<file path="src/rtl/ps2_key_tracker.sv">
// ps2_key_tracker: decodes PS/2 make/break/E0 byte sequences into held-key state,
// press pulses with auto-repeat, and a make/break event FIFO with valid/ready.
module ps2_key_tracker #(
    parameter int NUM_KEYS = 8,
    parameter logic [9*NUM_KEYS-1:0] KEY_CODES = {9'h172, 9'h175, 9'h02D, 9'h029,
                                                  9'h023, 9'h01B, 9'h01C, 9'h01D},
    parameter int REPEAT_DELAY = 25_000_000,
    parameter int REPEAT_RATE = 5_000_000,
    parameter int FIFO_DEPTH = 8,
    localparam int KW = NUM_KEYS > 1 ? $clog2(NUM_KEYS) : 1
) (
    input  logic                CLOCK_50,
    input  logic                rst,
    input  logic [7:0]          scan_code,
    input  logic                scan_ready,
    output logic [NUM_KEYS-1:0] key_held,
    output logic [NUM_KEYS-1:0] key_press,
    output logic [NUM_KEYS-1:0] key_release,
    output logic                evt_valid,
    output logic [KW:0]         evt_data,
    input  logic                evt_ready,
    output logic                evt_overflow
);
    localparam int AW = $clog2(FIFO_DEPTH);

    typedef enum logic [1:0] {IDLE, EXT, BRK, EXT_BRK} state_t;

    state_t            state;
    logic              is_ext, is_brk, fin, hit, make_new, brk_held, rep_fire;
    logic [KW-1:0]     idx, tgt;
    logic              armed;
    logic [31:0]       cnt;
    logic              pend_v;
    logic [KW:0]       pend_d;
    logic [KW:0]       mem [FIFO_DEPTH];
    logic [AW-1:0]     wp, rp;
    logic [AW:0]       count;
    logic              full, pop, wr;

    assign is_ext = state == EXT || state == EXT_BRK;
    assign is_brk = state == BRK || state == EXT_BRK;
    assign fin = scan_ready && scan_code != 8'hE0 && scan_code != 8'hF0;

    // Descending scan so the lowest matching table index wins.
    always_comb begin
        hit = 1'b0;
        idx = '0;
        for (int i = NUM_KEYS - 1; i >= 0; i--)
            if (KEY_CODES[9*i +: 9] == {is_ext, scan_code}) begin
                hit = 1'b1;
                idx = KW'(i);
            end
    end

    assign make_new = fin && hit && !is_brk && !key_held[idx];
    assign brk_held = fin && hit && is_brk && key_held[idx];
    assign rep_fire = armed && cnt == 32'd1 && key_held[tgt] && !make_new;

    always_ff @(posedge CLOCK_50 or posedge rst) begin
        if (rst)
            state <= IDLE;
        else if (scan_ready)
            state <= scan_code == 8'hE0 ? (is_brk ? EXT_BRK : EXT) :
                     scan_code == 8'hF0 ? (is_ext ? EXT_BRK : BRK) : IDLE;
    end

    // The event is staged one cycle so evt_valid trails key_held by a cycle.
    always_ff @(posedge CLOCK_50 or posedge rst) begin
        if (rst) begin
            key_held    <= '0;
            key_press   <= '0;
            key_release <= '0;
            armed       <= 1'b0;
            tgt         <= '0;
            cnt         <= '0;
            pend_v      <= 1'b0;
            pend_d      <= '0;
        end else begin
            key_press   <= (make_new ? NUM_KEYS'(1) << idx : '0) | (rep_fire ? NUM_KEYS'(1) << tgt : '0);
            key_release <= brk_held ? NUM_KEYS'(1) << idx : '0;
            if (make_new)
                key_held[idx] <= 1'b1;
            else if (brk_held)
                key_held[idx] <= 1'b0;
            pend_v <= make_new || brk_held;
            pend_d <= {make_new, idx};
            if (make_new) begin
                armed <= REPEAT_DELAY != 0;
                tgt   <= idx;
                cnt   <= 32'(REPEAT_DELAY);
            end else if (brk_held && idx == tgt) begin
                armed <= 1'b0;
                cnt   <= '0;
            end else if (armed)
                cnt <= cnt == 32'd1 ? 32'(REPEAT_RATE) : cnt - 32'd1;
        end
    end

    assign full      = count == (AW+1)'(FIFO_DEPTH);
    assign evt_valid = count != '0;
    assign pop       = evt_valid && evt_ready;
    assign wr        = pend_v && (!full || pop);
    assign evt_data  = evt_valid ? mem[rp] : '0;

    always_ff @(posedge CLOCK_50)
        if (wr)
            mem[wp] <= pend_d;

    always_ff @(posedge CLOCK_50 or posedge rst) begin
        if (rst) begin
            wp           <= '0;
            rp           <= '0;
            count        <= '0;
            evt_overflow <= 1'b0;
        end else begin
            wp    <= wp + AW'(wr);
            rp    <= rp + AW'(pop);
            count <= count + (AW+1)'(wr) - (AW+1)'(pop);
            if (pend_v && full && !pop)
                evt_overflow <= 1'b1;
        end
    end
endmodule

</file>
<file path="config.mk">
export PLATFORM = sky130hd
export DESIGN_NAME = ps2_key_tracker
export DESIGN_NICKNAME = d
export VERILOG_FILES = /design/src/rtl/ps2_key_tracker.sv
export SDC_FILE = /design/constraint.sdc
export NUM_CORES = 1
export LEC_CHECK = 0
export ABC_AREA = 1
export CAP_MARGIN = 10
export CORE_MARGIN = 2
export CORE_UTILIZATION = 53
export DETAILED_ROUTE_END_ITERATION = 7
export PLACE_DENSITY = 0.84
export SLEW_MARGIN = 10
export SYNTH_ARGS = -nofsm -noshare
export SYNTH_HDL_FRONTEND = slang
export SYNTH_SLANG_ARGS = --single-unit
export TNS_END_PERCENT = 50
</file>
<file path="constraint.sdc">
create_clock -name CLOCK_50 -period 2.5 [get_ports CLOCK_50]
set_clock_uncertainty 0.1 [all_clocks]
set_input_delay 0.5 -clock CLOCK_50 [delete_from_list [all_inputs] [get_ports CLOCK_50]]
set_output_delay 0.5 -clock CLOCK_50 [all_outputs]
set_load 0.01 [all_outputs]
</file>
==> impl_metrics.ini, run 1 <==
[synthesis]
yosysWarnings = 0
synth_cells = 727
synth_compound_area_share_pct = 8.18
synthXorXnorAreaFrac_pct = 3.09
synth_top_family_by_area = simple AND/OR/NAND/NOR gates
synth-simple-area-share_pct = 29.9
ys_ff_latch = 110
synth_cell_types = 43
synth_seq_area_share_pct = 49.0
synth.net_count = 752
syn_avg_cell_area_um2 = 8.18
netlist_area_um2 = 5950
synth_mux_area_share_pct = 0
synth_fa_ha_area_share_pct = 2.86

[global_routing]
grt_pass1_vias = 5121
use_met2_pct = 43.3
grt_use_met1_pct = 35.5
grt_max_degree = 79
top_usage_layer = met2
grt_usage_pct = 26.2
gr-total-overflow = 0
gr-usage-met3_pct = 4.03
antenna_found_initial = 0
grt_pass1_wl_um = 24500

[sta]
maxSlewHeadroom_pct = 65.3
post-route-period-util_pct = 94.2
setup_viol = 0
period_minus_slack_ns = 2.35
setup-tns-final_ns = 0
hold_viol_final = 0
slew_viol_final = 0
rsz0062_at_grt = yes
tightest_slew_ns = 0.517
setup_ws_ns = 0.146
max_freq_mhz = 425
fin_hold_ws_ns = 0.392

[setup_path]
slowest_stage = dfrtp_2
crit_type = register to primary output
path_buf_inv = 2
crit_chain = buf_4 -> nor2_1 -> o22ai_1 -> o21ai_2 -> a31oi_1 -> dlygate4sd2_1
cp.arrival_ns = 1.75
worstSetupEndpointType = primary output
worstPathMaxFanout = 6
critical-path-max-stage-delay_ns = 0.48
crit_family = flip-flops
worst_setup_path_start_kind = register
critPathRequiredTime_ns = 1.90

[placed_design]
place_hpwl_um = 10800
dpl_worst_slack_ns = -0.540
portBuffers = 41
routabilityCongestion = 0.980
place_area_um2 = 6850

[final_layout]
final_area_um2 = 7250
diodes = 0
fin_nets = 844
drive_above_1_share_pct = 16.9
nFillCells = 847
area_growth_syn_to_layout_pct = 21.9

[routing]
viasPerCell = 5.51
wl_per_cell_um = 15.3
drtIter0Drc = 546
ant_nets = 0
drt_pass1_iterations = 5
drc = 0
drt_wl_total_um = 14800
vias = 5310

[run]
maxCapViolations = 0

[power]
peakVddDrop_uv = 542
power.leakage_nw = 3.53
power_mw = 5.23
cellPowerDensity_nw_per_um2 = 721

[min_path]
hp-class = register to register

[floorplanning]
core_um2 = 10900
die_h_um = 110
initial_core_util_pct = 54.6
dieArea_um2 = 12100
num_rows = 38
die_w_um = 110
io_pins = 42

[clock_network]
root_buffer = clkbuf_8
cts_buffer_depth = 2
clk_pin_slew_ns = 0.12
cts_buffers = 9
cts.sinks = 110
cts_tree = done
insertion_delay_ns = 0.38
htree_num_levels = 3

[outcome]
status = finished, final reports clean
## metrics by stage
stage                     instances  utilization (%)
after floorplan                 727                -
after CTS                       962             65.5
after global placement          941             62.9
final                           964             66.6
after detailed placement        941             62.9
after global routing            964             66.6
## flip-flops by register name, summed over array words and instances (netlist names), 2 cells and up, named ones only
name         flops
cnt             32
mem             32
key_press        8
key_release      8
count            4
pend_d           4
rp               3
tgt              3
wp               3
state            2
## per-layer routing
layer	up-vias	share of wire [%]
met1	2511	44
met4	0	2.0
li1	2566	-
met5	-	0
met2	204	49
met3	29	5.6
## where the power goes
group          internal [mW]  switching, mW
Sequential              2.06          0.257
Combinational          0.729           1.01
Clock                  0.497          0.678
Total                   3.29           1.94
## Yosys cell counts (all sizes together)
cell type,count,area [um^2]
nand2,147,606
nor2,144,591
inv,80,300
dfrtp,78,1950
nand3,53,275
o21ai,46,230
edfxtp,32,961
a21oi,20,100
nor3,20,121
nand4,19,125
xor2,14,123
buf,13,82.6
ha,12,150
o22ai,8,50.1
a31oi,7,43.8
xnor2,7,61.3
clkbuf,6,22.5
or2,6,37.5
a22oi,4,30.0
clkinv,2,8.75
nor4,2,12.5
a31o,1,8.76
and2,1,6.26
fa,1,20.0
nor3b,1,7.51
o21a,1,7.51
o21bai,1,7.51
o2bb2ai,1,8.76
## worst paths after layout
kind / endpoint / from / cells after the start / slack, ns
max: evt_data[2] / rp[0] / 6 / 0.15
min: evt_overflow / evt_overflow / 1 / 0.39
max reg2reg: cnt[9] / state[0] / 16 / 0.17
min reg2reg: evt_overflow / evt_overflow / 1 / 0.39
max in group asynchronous: state[0] / rst / 3 / 1.49
min in group asynchronous: cnt[0] / rst / 3 / 0.46
## cell type report
class,instances,area (um^2),share of cell area (%)
repair buffers,100,890,12.3
clock inverters,7,98.8,1.36
flip-flops and latches,110,2920,40.2
inverters,82,320,4.42
clock buffers,9,124,1.71
multi-input cells,516,2730,37.6
well taps,140,175,2.41
## cell families (layout without fill, tap and decap cells)
kind of cell,count (synthesis),in the layout
AOI/OAI and AO/OA,89,89
xor gates and xnor gates,21,21
adders and majority gates,13,13
buffers and inverters,101,198
DFF,110,110
and+or+nand+nor,393,393
## cell usage in the layout (no fill, tap or decap), types with 4 or more instances in the layout
cell / n
nor2_4: 8
o21ai_0: 28
xnor2_1: 7
o21ai_1: 17
xor2_1: 14
dlymetal6s2s_1: 6
inv_2: 6
a22oi_1: 4
a31oi_1: 7
nand4_1: 18
nand2_2: 9
edfxtp_1: 32
nand2_1: 132
or2_2: 4
clkbuf_8: 9
nand3_1: 49
a21oi_1: 20
clkdlybuf4s50_1: 29
o22ai_1: 8
inv_1: 70
ha_1: 12
dfrtp_1: 75
nor2_2: 11
nor3_1: 17
nor2_1: 125
buf_4: 57
nand2_4: 5
## timing repair
action,4_1_cts,5_1_grt
hold buffers,0,0
pin swaps,2,4
endpoints found under the setup margin,43,66
gates resized for setup,19,38
buffers inserted,5,2
cloned,0,0
Power figures use the tool's default switching activity.
==> run 2, diff against run 1 <==
--- a/config.mk
+++ b/config.mk
@@ -8,9 +8,10 @@
 export ABC_AREA = 1
 export CAP_MARGIN = 10
 export CORE_MARGIN = 2
-export CORE_UTILIZATION = 53
+export CORE_UTILIZATION = 45
 export DETAILED_ROUTE_END_ITERATION = 7
-export PLACE_DENSITY = 0.84
+export PLACE_DENSITY = 0.74
+export SKIP_LAST_GASP = 1
 export SLEW_MARGIN = 10
 export SYNTH_ARGS = -nofsm -noshare
 export SYNTH_HDL_FRONTEND = slang
==> run 2 against run 1 <==
Wire length fell by 3.8%. Largest cell class unchanged. Worst setup slack got worse by 0.046 ns. Register-to-register slack got worse by 0.03 ns. Critical path depth did not move. Highest routed layer unchanged. Die area rose by 17%. First-iteration DRC count fell by 40%. Clock power rose by 21%. Flip-flop and latch count did not move. Critical path type unchanged. Largest power group unchanged. Fmax fell by 1.9%. Critical endpoint is now evt_data[3]. Worst hold slack got worse by 0.085 ns. Sequential share of layout area fell by 0.91 points.
==> impl_metrics.ini, run 2 (synthesized netlist as in run 1, its figures left out) <==
[global_routing]
grt_usage_pct = 20.4
grt_pass1_vias = 4935
antenna_found_initial = 0
grt_pass1_wl_um = 23300
gr-total-overflow = 0
grt_max_degree = 50

[sta]
tightest_slew_ns = 0.512
setup_viol = 0
hold_viol_final = 0
fin_hold_ws_ns = 0.307
period_minus_slack_ns = 2.40
maxSlewHeadroom_pct = 65.7
post-route-period-util_pct = 96.0
setup_ws_ns = 0.0998
max_freq_mhz = 417
rsz0062_at_grt = yes
slew_viol_final = 0

[setup_path]
worst_setup_path_start_kind = register
regToRegStartpoint = state[0]
critPathRequiredTime_ns = 1.90
worstRegToRegCells = 11
regToRegSetupSlack_ns = 0.14
crit_type = register to primary output
crit_chain = buf_4 -> o21ai_0 -> o22ai_1 -> o21ai_0 -> a31oi_1 -> dlygate4sd2_1
crit_top_cell = o21ai_0
critical-path-max-stage-delay_ns = 0.44
timing.rr.end = armed
worstSetupEndpointType = primary output
path_buf_inv = 2
slowest_stage = dfrtp_2
cp.arrival_ns = 1.80
crit_family = compound AO/OA/AOI/OAI gates
worstPathMaxFanout = 6

[floorplanning]
io_pins = 42
dieArea_um2 = 14200
num_rows = 42
core_um2 = 13100
die_w_um = 119
die_h_um = 119
initial_core_util_pct = 45.5

[clock_network]
htree_num_levels = 3
clk_pin_slew_ns = 0.08
cts_buffer_depth = 2
cts_buffers = 9
cts.sinks = 110
ctsHoldBuffers = 0
root_buffer = clkbuf_16
insertion_delay_ns = 0.36
cts_tree = done

[final_layout]
diodes = 0
top_regs = cnt (32), mem (32)
area_growth_syn_to_layout_pct = 24.8
final_common_cell = nand2_1
final_cells = 998
drive_above_1_share_pct = 16.1
mostFrequentLayoutCells = 132 x nand2_1, 127 x nor2_1, 75 x dfrtp_1, 71 x inv_1, 49 x nand3_1
nFillCells = 1138
fin_nets = 842

[placed_design]
portBuffers = 41
place_inst = 977
dpl_worst_slack_ns = -0.410
place_hpwl_um = 10300
routabilityCongestion = 0.954

[power]
peakVddDrop_uv = 324
power_mw = 5.40
power.leakage_nw = 3.57
cellPowerDensity_nw_per_um2 = 727

[routing]
drtIter0Drc = 328
drc = 0
drt_wl_total_um = 14200
ant_nets = 0
drt_pass1_iterations = 6
viasPerCell = 5.20
vias = 5193
wl_per_cell_um = 14.3

[run]
maxCapViolations = 0

[min_path]
hp-class = input port to async pin

[outcome]
status = finished, final reports clean
[run 2: worst register-to-register path: stages (launching register included)]
cell and delay, ns:
dfrtp_2 0.48, nor2_2 0.18, nand2_1 0.11, nor2_4 0.20, nor2_4 0.08, o21ai_1 0.10
o21ai_1 0.10, nor2_1 0.29, nand2_2 0.15, buf_4 0.21, nand2_2 0.15, o21ai_1 0.08
[run 2: metrics by stage]
| stage | util (%) | TNS [ns] | cell area [um^2] |
|---|---|---|---|
| after floorplan | - | 0 | 5950 |
| after global placement | 53.0 | -19.60 | 6930 |
| after detailed placement | 53.0 | -20.43 | 6930 |
| after CTS | 55.4 | -0.109 | 7250 |
| after global routing | 56.7 | -0.292 | 7420 |
| final | 56.7 | 0 | 7420 |
[run 2: what timing repair did]
action	4_1_cts	5_1_grt
setup buffers	2	0
resized for setup	11	33
endpoints found under the setup margin	18	59
gates cloned	0	3
pin swaps	0	9
[run 2: worst max-delay path by stage]
stage	startpoint	slack (ns)	to	depth (start not counted)
2_1_floorplan	scan_code[2]	0.32	cnt[14]	16
3_3_place_gp	scan_code[2]	-0.38	cnt[24]	13
3_5_place_dp	scan_code[2]	-0.41	armed	13
5_1_grt	state[0]	-0.04	armed	11
6_report	rp[0]	0.1	evt_data[3]	6
4_1_cts	rp[1]	-0.11	evt_data[0]	6
[run 2: power breakdown]
group | switching (mW) | total (mW) | internal, mW
sequential | 0.245 | 2.31 | 2.06
combinational | 0.968 | 1.68 | 0.710
clock | 0.702 | 1.41 | 0.706
total | 1.91 | 5.40 | 3.48
[run 2: cell type report]
class / count / area (um^2) / area share (%)
Sequential cell: 110 / 2920 / 39.3
Inverter: 82 / 313 / 4.21
Clock buffer: 10 / 229 / 3.08
Timing Repair Buffer: 98 / 962 / 13.0
Multi-Input combinational cell: 516 / 2720 / 36.6
Clock inverter: 6 / 63.8 / 0.860
Tap cell: 176 / 220 / 2.97
[run 2: per-layer routing]
metal,GRT usage (%),up-vias,part of all wire (%)
met5,0,-,0
met4,7.59,0,1.8
met3,2.78,22,5.2
met2,33.3,177,48
met1,27.8,2427,45
li1,-,2567,-
